**config.mk**
```make
export PLATFORM = sky130hd
export DESIGN_NAME = entrada_salida_n
export DESIGN_NICKNAME = d
export VERILOG_FILES = /design/src/rtl/entrada_salida_n_pkg.sv /design/src/rtl/entrada_salida_n_sincronizador_cambio.sv /design/src/rtl/entrada_salida_n.sv
export SDC_FILE = /design/constraint.sdc
export NUM_CORES = 1
export LEC_CHECK = 0
export CORE_MARGIN = 10
export CORE_UTILIZATION = 45
export CTS_CLUSTER_DIAMETER = 40
export DETAILED_ROUTE_END_ITERATION = 7
export PLACE_DENSITY = 0.73
export REMOVE_ABC_BUFFERS = 1
export SYNTH_ARGS = -nofsm -noshare
export SYNTH_HDL_FRONTEND = slang
export SYNTH_SLANG_ARGS = --single-unit
```
**constraint.sdc**
```tcl
create_clock -name clk -period 1.22 [get_ports clk]
set_clock_uncertainty 0.1 [all_clocks]
set_input_delay 0.183 -clock clk [delete_from_list [all_inputs] [get_ports clk]]
set_output_delay 0.183 -clock clk [all_outputs]
set_load 0.05 [all_outputs]
```
**src/rtl/entrada_salida_n_pkg.sv**
```systemverilog
// Shared address-map helpers and the clog2 used to check the address width.
package entrada_salida_n_pkg;

    function automatic int status_ofs(input int num_dev);
        return num_dev;
    endfunction

    function automatic int mask_ofs(input int num_dev);
        return num_dev + 32'sd1;
    endfunction

    function automatic int clog2(input int value);
        int bits;
        bits = 32'sd0;
        for (int v = value - 32'sd1; v > 32'sd0; v = v >>> 1) begin
            bits = bits + 32'sd1;
        end
        return bits;
    endfunction

endpackage

```
**src/rtl/entrada_salida_n_sincronizador_cambio.sv**
```systemverilog
// Two-flop synchroniser for one device input, with a previous-value register
// so a change pulse is raised for every cycle the synchronised value moves.
module entrada_salida_n_sincronizador_cambio #(
    parameter int WIDTH = 8
) (
    input  logic             clk,
    input  logic             reset,
    input  logic [WIDTH-1:0] entrada,
    output logic [WIDTH-1:0] sincronizada,
    output logic             cambio
);

    logic [WIDTH-1:0] sync1_r;
    logic [WIDTH-1:0] sync2_r;
    logic [WIDTH-1:0] prev_r;

    // Synchroniser chain and previous-value history.
    always_ff @(posedge clk or negedge reset) begin
        if (!reset) begin
            sync1_r <= '0;
            sync2_r <= '0;
            prev_r  <= '0;
        end else begin
            sync1_r <= entrada;
            sync2_r <= sync1_r;
            prev_r  <= sync2_r;
        end
    end

    assign sincronizada = sync2_r;
    assign cambio       = (sync2_r != prev_r);

endmodule

```
**src/rtl/entrada_salida_n.sv**
```systemverilog
// CPU-side I/O port controller: per-device output latches with write strobes,
// synchronised inputs with change flags, status/mask registers and a read path.
module entrada_salida_n
    import entrada_salida_n_pkg::*;
#(
    parameter int NUM_DEV = 5,
    parameter int DATA_W  = 8,
    parameter int ADDR_W  = 7
) (
    input  logic                      clk,
    input  logic                      reset,
    input  logic                      activarEntradaSalida,
    input  logic                      escribirEntradaSalida,
    input  logic [ADDR_W-1:0]         direccionEntradaSalida,
    input  logic [DATA_W-1:0]         entradaEntradaSalida,
    output logic [DATA_W-1:0]         salidaEntradaSalida,
    output logic                      salidaValida,
    output logic                      errorDireccion,
    input  logic [NUM_DEV*DATA_W-1:0] entradaDispositivos,
    output logic [NUM_DEV*DATA_W-1:0] salidaDispositivos,
    output logic [NUM_DEV-1:0]        strobeEscritura,
    output logic                      interrupcion
);

    localparam logic [ADDR_W-1:0] STATUS_ADDR = ADDR_W'(status_ofs(NUM_DEV));
    localparam logic [ADDR_W-1:0] MASK_ADDR   = ADDR_W'(mask_ofs(NUM_DEV));

    if ((NUM_DEV < 1) || (NUM_DEV > 32) || (NUM_DEV > DATA_W) ||
        (clog2(NUM_DEV + 2) > ADDR_W)) begin : g_bad_param
        $error("entrada_salida_n: inconsistent NUM_DEV/DATA_W/ADDR_W");
    end

    logic [NUM_DEV*DATA_W-1:0] sync_bus_s;
    logic [NUM_DEV-1:0]        set_s;

    for (genvar g = 0; g < NUM_DEV; g++) begin : g_dev
        entrada_salida_n_sincronizador_cambio #(
            .WIDTH (DATA_W)
        ) u_sinc (
            .clk          (clk),
            .reset        (reset),
            .entrada      (entradaDispositivos[g*DATA_W +: DATA_W]),
            .sincronizada (sync_bus_s[g*DATA_W +: DATA_W]),
            .cambio       (set_s[g])
        );
    end

    logic [NUM_DEV*DATA_W-1:0] latch_r;
    logic [NUM_DEV-1:0]        strobe_r;
    logic [NUM_DEV-1:0]        cambio_r;
    logic [NUM_DEV-1:0]        mascara_r;
    logic [DATA_W-1:0]         rdata_r;
    logic                      valid_r;
    logic                      error_r;

    logic [NUM_DEV-1:0] wr_dev_s;
    logic [NUM_DEV-1:0] rd_dev_s;
    logic [DATA_W-1:0]  dev_rdata_s;
    logic               rd_status_s;
    logic               wr_status_s;
    logic               rd_mask_s;
    logic               wr_mask_s;
    logic               unmapped_s;
    logic               rd_any_s;
    logic [NUM_DEV-1:0] clr_s;
    logic [NUM_DEV-1:0] cambio_next_s;
    logic [DATA_W-1:0]  rdata_next_s;

    // Address decode, flag update (set beats clear) and read-data selection.
    always_comb begin
        wr_dev_s    = '0;
        rd_dev_s    = '0;
        dev_rdata_s = '0;
        for (int i = 0; i < NUM_DEV; i++) begin
            wr_dev_s[i] = activarEntradaSalida && escribirEntradaSalida &&
                          (direccionEntradaSalida == ADDR_W'(i));
            rd_dev_s[i] = activarEntradaSalida && !escribirEntradaSalida &&
                          (direccionEntradaSalida == ADDR_W'(i));
            dev_rdata_s = dev_rdata_s |
                          ({DATA_W{rd_dev_s[i]}} & sync_bus_s[i*DATA_W +: DATA_W]);
        end

        rd_status_s = activarEntradaSalida && !escribirEntradaSalida &&
                      (direccionEntradaSalida == STATUS_ADDR);
        wr_status_s = activarEntradaSalida && escribirEntradaSalida &&
                      (direccionEntradaSalida == STATUS_ADDR);
        rd_mask_s   = activarEntradaSalida && !escribirEntradaSalida &&
                      (direccionEntradaSalida == MASK_ADDR);
        wr_mask_s   = activarEntradaSalida && escribirEntradaSalida &&
                      (direccionEntradaSalida == MASK_ADDR);
        unmapped_s  = activarEntradaSalida && (direccionEntradaSalida > MASK_ADDR);
        rd_any_s    = activarEntradaSalida && !escribirEntradaSalida;

        clr_s = rd_dev_s | ({NUM_DEV{wr_status_s}} & entradaEntradaSalida[NUM_DEV-1:0]);
        cambio_next_s = (cambio_r & ~clr_s) | set_s;

        if (|rd_dev_s) begin
            rdata_next_s = dev_rdata_s;
        end else if (rd_status_s) begin
            rdata_next_s = DATA_W'(cambio_r);
        end else if (rd_mask_s) begin
            rdata_next_s = DATA_W'(mascara_r);
        end else begin
            rdata_next_s = '0;
        end
    end

    // Architectural state: latches, flags, mask and the registered read port.
    always_ff @(posedge clk or negedge reset) begin
        if (!reset) begin
            latch_r   <= '0;
            strobe_r  <= '0;
            cambio_r  <= '0;
            mascara_r <= '0;
            rdata_r   <= '0;
            valid_r   <= 1'b0;
            error_r   <= 1'b0;
        end else begin
            cambio_r <= cambio_next_s;
            strobe_r <= wr_dev_s;
            error_r  <= unmapped_s;
            valid_r  <= rd_any_s;
            if (wr_mask_s) begin
                mascara_r <= entradaEntradaSalida[NUM_DEV-1:0];
            end
            if (rd_any_s) begin
                rdata_r <= rdata_next_s;
            end
            for (int i = 0; i < NUM_DEV; i++) begin
                if (wr_dev_s[i]) begin
                    latch_r[i*DATA_W +: DATA_W] <= entradaEntradaSalida;
                end
            end
        end
    end

    assign salidaDispositivos  = latch_r;
    assign strobeEscritura     = strobe_r;
    assign salidaEntradaSalida = rdata_r;
    assign salidaValida        = valid_r;
    assign errorDireccion      = error_r;
    assign interrupcion        = |(cambio_r & mascara_r);

endmodule

```
; ---- Yosys cells after proc, flatten, opt, wreduce, memory -nomap -nowiden
; Index checks and enable logic that the tools add are counted.
[totals]
mem_bits_rw = 0
in_bits = 59
latchBits = 0
out_inout_bits = 56
regBits = 185
memories = 0
romBits = 0
elab_cells = 77
[classes]
bitwise_logic = 15
n_lt_le_gt_ge = 1
reduce_logical = 21
muxes = 3
add_sub_neg = 0
eq_ne = 11
n_shift = 0
mul = 0
div_mod_pow = 0
[ops]
columns = op, n
row1 = $and A8 B8 Y8, 5
row2 = $ne A8 B8 Y1, 5
row3 = $or A8 B8 Y8, 4
row4 = $eq A7 B3 Y1 const B, 3
row5 = $logic_and A1 B1 Y1, 17
row6 = $and A5 B5 Y5, 3
row7 = $eq A7 B2 Y1 const B, 2
row8 = $mux W5, 2
row9 = $or A5 B5 Y5, 2
row10 = $reduce_or A5 Y1, 2
row11 = $mux W8, 1
row12 = $eq A7 B1 Y1 const B, 1
row13 = $gt A7 B3 Y1 const B, 1
row14 = $logic_not A7 Y1, 1
row15 = $not A5 Y5, 1
row16 = $logic_not A1 Y1, 1

; ---- Longest topological paths before layout
[depth]
word_depth = 9
ltp_mapped = 6
ltp_nobuf = 5

; ---- Cells and area by module
; Synthesis repeated with hierarchy kept, for this count alone.
[unflattened]
cells_unflattened = 414
hier_area_um2 = 6418.7
[by_module_without_submodules]
columns = mod, area_each_um2, cells_per_inst, seq_area_each_um2, instances
row1 = entrada_salida_n_sincronizador_cambio, 686.9, 35, 600.6, 5
row2 = entrada_salida_n, 2984.1, 239, 1626.6, 1

; ---- Worst setup path before layout
; OpenSTA, ideal clock, no wires.
[synth_path]
path_type = input to register
startpoint = input port direccionEntradaSalida[3]
endpoint = register latch_r[32], in the netlist salidaDispositivos[32]
path_buffers = 0
t_required_ps = 995
path_slack_ps = -542
setup_time_ps = 125
t_arrival_ps = 1537
stages = 4
path_cell_list = or4_4 or2_4 nor2_8 mux2_2
[synth_via]
elab_chain_len = 2
[synth_rtl]
columns = item, line
row1 = from (decl), entrada_salida_n.sv:14  ; input logic [ADDR_W-1:0] direccionEntradaSalida,
row2 = $eq A7 B3 Y1, entrada_salida_n.sv:76  ; (direccionEntradaSalida == ADDR_W'(i));
row3 = $logic_and A1 B1 Y1, entrada_salida_n.sv:75  ; wr_dev_s[i] = activarEntradaSalida && escribirEntradaSalida &&
row4 = net wr_dev_s[4], entrada_salida_n.sv:56  ; logic [NUM_DEV-1:0] wr_dev_s;
row5 = "to (signal, indexed assignment)", entrada_salida_n.sv:131  ; latch_r[i*DATA_W +: DATA_W] <= entradaEntradaSalida;
row6 = to (decl), entrada_salida_n.sv:48  ; logic [NUM_DEV*DATA_W-1:0] latch_r;
; The timed path passes the listed nets, and every way through them passes these cells.
; A chain may end at the register's enable or synchronous reset.

; ---- Worst setup path after layout
[layout_path]
startpoint = register mascara_r[3]
endpoint = output port interrupcion
[layout_via]
elab_chain_len = 2
[layout_rtl]
columns = item, line
row1 = from (decl), entrada_salida_n.sv:51  ; logic [NUM_DEV-1:0] mascara_r;
row2 = from (signal assigned), entrada_salida_n.sv:124  ; mascara_r <= entradaEntradaSalida[NUM_DEV-1:0];
row3 = $and A5 B5 Y5, entrada_salida_n.sv:142  ; assign interrupcion = |(cambio_r & mascara_r);
row4 = $reduce_or A5 Y1, entrada_salida_n.sv:142
row5 = to (decl), entrada_salida_n.sv:22  ; output logic interrupcion
; Every way passes these cells.

==> summary.txt <==
Initial antenna violation count: 1
IO Port Bufs: 114
Sequential cell area fraction in the yosys report: 71.8%
Max VDD drop: 1.10 mV
Total number of vias: 4,141
RSZ-0062 raised after global routing: yes
CTS Buf Count: 17
IO Pins: 115
Initial Utilization: 46.3%
Mean post-synth cell area: 15.8 um^2
LEAKAGE: 0.00458 uW
Period utilization: 150%
DRC Markers: 0
Kind of critical path: reg -> out
Largest net degree at the start of global routing: 44
Outcome: finished, violations left
CP peak stage delay: 400 ps
Fin Hold WS: 93.3 ps
Core ar.: 13,900 um^2
Seq cells post-synth: 185
Slew @ Worst Pin: 356 ps
Max Cap Viol: 0
Synth top area share: 71.8%
Die Span Y: 140 um
Final Max Slew Viols: 0
TritonCTS Sinks: 185
Critical Path, Cell by Cell: a222oi_1 > nand2_1 > buf_6
Crit-path slowest cell: dfrtp_1
Pwr Density: 1370 nW/um^2
Routed wire per std cell: 19.5 um
Vias in the first global route: 4,547
Min-Delay Path Class: in -> reg
Final setup fails: 110
Arr. time, crit path: 1550 ps
Worst setup SP type: flip-flop
Clock latency on the worst-skew pair: 420 ps
# rows: 43
# nets final: 697
Cell accounting for the most synthesized area: dfrtp_1
1st-pass router iterations: 4
Failing checks: setup timing
First-pass GRT wire length: 24,700 um
Area growth, synth to finish: 58.7%
CTS clk-pin slew, worst paths: 60 ps
Final worst setup slack: -608 ps
CTS tree: yes
Bufs on Longest Clock Path: 2
Mapped cell area: 6450 um^2
Total track usage: 15.9%
Achievable frequency: 547 MHz
Yosys warns: 0
Largest cells by area after synthesis: dfrtp_1 72%, mux2_2 7.9%, xnor2_1 5.4%
Critical Path End Type: primary output
Final hold vios: 0
Synthesized netlist cell count: 409
H-tree levels: 4
Minimum clock period: 1830 ps
DRT Wirelength: 16,200 um
Number of vias per cell: 4.98
Root Buffer Master: clkbuf_16
Post-route ant nets: 0
Delay-heaviest family, CP: flip-flops
Slew headroom: 76.2%
CP max FO: 2
Final core utilization: 73.5%
Die ar.: 19,500 um^2
DRT iter0 DRCs: 163
Die Width: 140 um
Total grt overflow: 0
Gpl congestion: 0.848
Cell variety after synth: 37
HPWL after detailed placement: 10,900 um
Fraction of layout cells with a size suffix above 1: 44.6%
CP required: 940 ps
Crit path buffers/inverters: 1
[cell type report]
cell class	instances	area (um^2)
fill	827	3700
sequential	185	4630
clock inverter	10	140
timing repair buffer	219	2640
tap	180	225
antenna	1	2.50
clock buffer	21	480
inverter	6	22.5
multi-input combinational	209	2090
[state kept, by name, indices dropped and copies added, names as in the netlist]
name                       count
salidaEntradaSalida            8
g_dev.u_sinc.sync1_r          40
g_dev.u_sinc.prev_r           40
salidaDispositivos            40
salidaValida                   1
cambio_r                       5
errorDireccion                 1
g_dev.u_sinc.sincronizada     40
mascara_r                      5
strobeEscritura                5
[cell usage after synthesis, drive strengths merged]
cell type,instances
a211oi,5
a21boi,6
a21oi,4
a222oi,1
a22oi,1
a311o,3
a31oi,2
buf,6
clkbuf,4
dfrtp,185
inv,6
mux2,45
mux2i,11
mux4,2
nand2,14
nand2b,9
nand3,2
nand4,13
nand4b,1
nor2,20
nor2b,5
nor3,1
nor3b,1
nor4,1
o21ai,6
o22ai,1
o41ai,7
or2,2
or3,4
or4,1
xnor2,40
[logic make-up (layout without fill, tap and decap cells)]
logic type / Yosys count / after routing / synth area share (%)
flops: 185 / 185 / 71.8
xor+xnor: 40 / 40 / 5.43
compound gates: 36 / 36 / 4.04
buf+inv: 16 / 256 / 1.01
simple gates: 74 / 75 / 7.47
mux: 58 / 58 / 10.3
other cells: 0 / 1 / 0
[layout by cell type, fill, tap and decap left out, drive strengths merged, types with 2 or more instances in the layout]
cell type	n
o21ai	6
a21oi	4
clkbuf	21
dlygate4sd2	4
a21boi	6
mux2	45
clkinv	2
a211oi	5
nand2b	9
dfrtp	185
or2	2
mux2i	11
buf	165
bufinv	3
mux4	2
inv	8
o41ai	7
nand3	2
nor2b	5
nor2	21
nand4	13
a311o	3
a31oi	2
or3	4
nand2	14
xnor2	40
clkdlybuf4s50	48
clkinvlp	3
[stage by stage]
stage	setup slack [ps]	instance area [um^2]	setup TNS, ps	total power [uW]	std cells
floorplan	-541	6410	-25420	7290	399
global placement	-1060	8860	-59020	8290	750
detailed placement	-1110	8860	-62330	8350	750
CTS	-635	10000	-15240	14100	807
global route	-713	10200	-18040	14600	830
finish	-608	10200	-14510	14100	831
[path summary, 6_finish.rpt]
path                                                      startpoint                                         to  slack, ps  depth (start not counted)
setup / recovery                            mascara_r[3]$_DFFE_PN0P_                               interrupcion       -610                          3
hold / removal                               entradaDispositivos[37]       g_dev[4].u_sinc.sync1_r[5]$_DFF_PN0_         90                          1
min in group asynchronous                                      reset         salidaDispositivos[12]$_DFFE_PN0P_        110                          2
setup reg to reg           g_dev[2].u_sinc.sincronizada[5]$_DFF_PN0_         salidaEntradaSalida[5]$_DFFE_PN0P_       -110                          3
max in group asynchronous                                      reset         salidaEntradaSalida[3]$_DFFE_PN0P_        390                          3
hold reg to reg                 g_dev[4].u_sinc.sync1_r[2]$_DFF_PN0_  g_dev[4].u_sinc.sincronizada[2]$_DFF_PN0_        250                          0
[power by group]
group          total, uW  internal, uW  switching, uW  leakage, uW
registers           6650          6430            225      0.00226
clock network       5610          3430           2180     0.000298
logic               1810           960            847      0.00203
total              14100         10800           3250      0.00458
[routing by layer]
metal / vias to the layer above / wire, um / track usage [%]
met4: 0 / 283 / 5.33
met2: 144 / 8300 / 26.5
li1: 1870 / - / -
met5: - / 0 / 0
met1: 2103 / 6720 / 18.8
met3: 24 / 923 / 5.31
[timing repair]
action                                  in CTS  in global routing
endpoints found under the setup margin     120                114
hold buffers                                 1                  0
pin swaps                                   29                 16
buffers inserted                            25                 26
gates cloned                                 2                  0
resized for setup                          107                 29
endpoints found under the hold margin      185                  0
(Power assumes the default switching activity.)
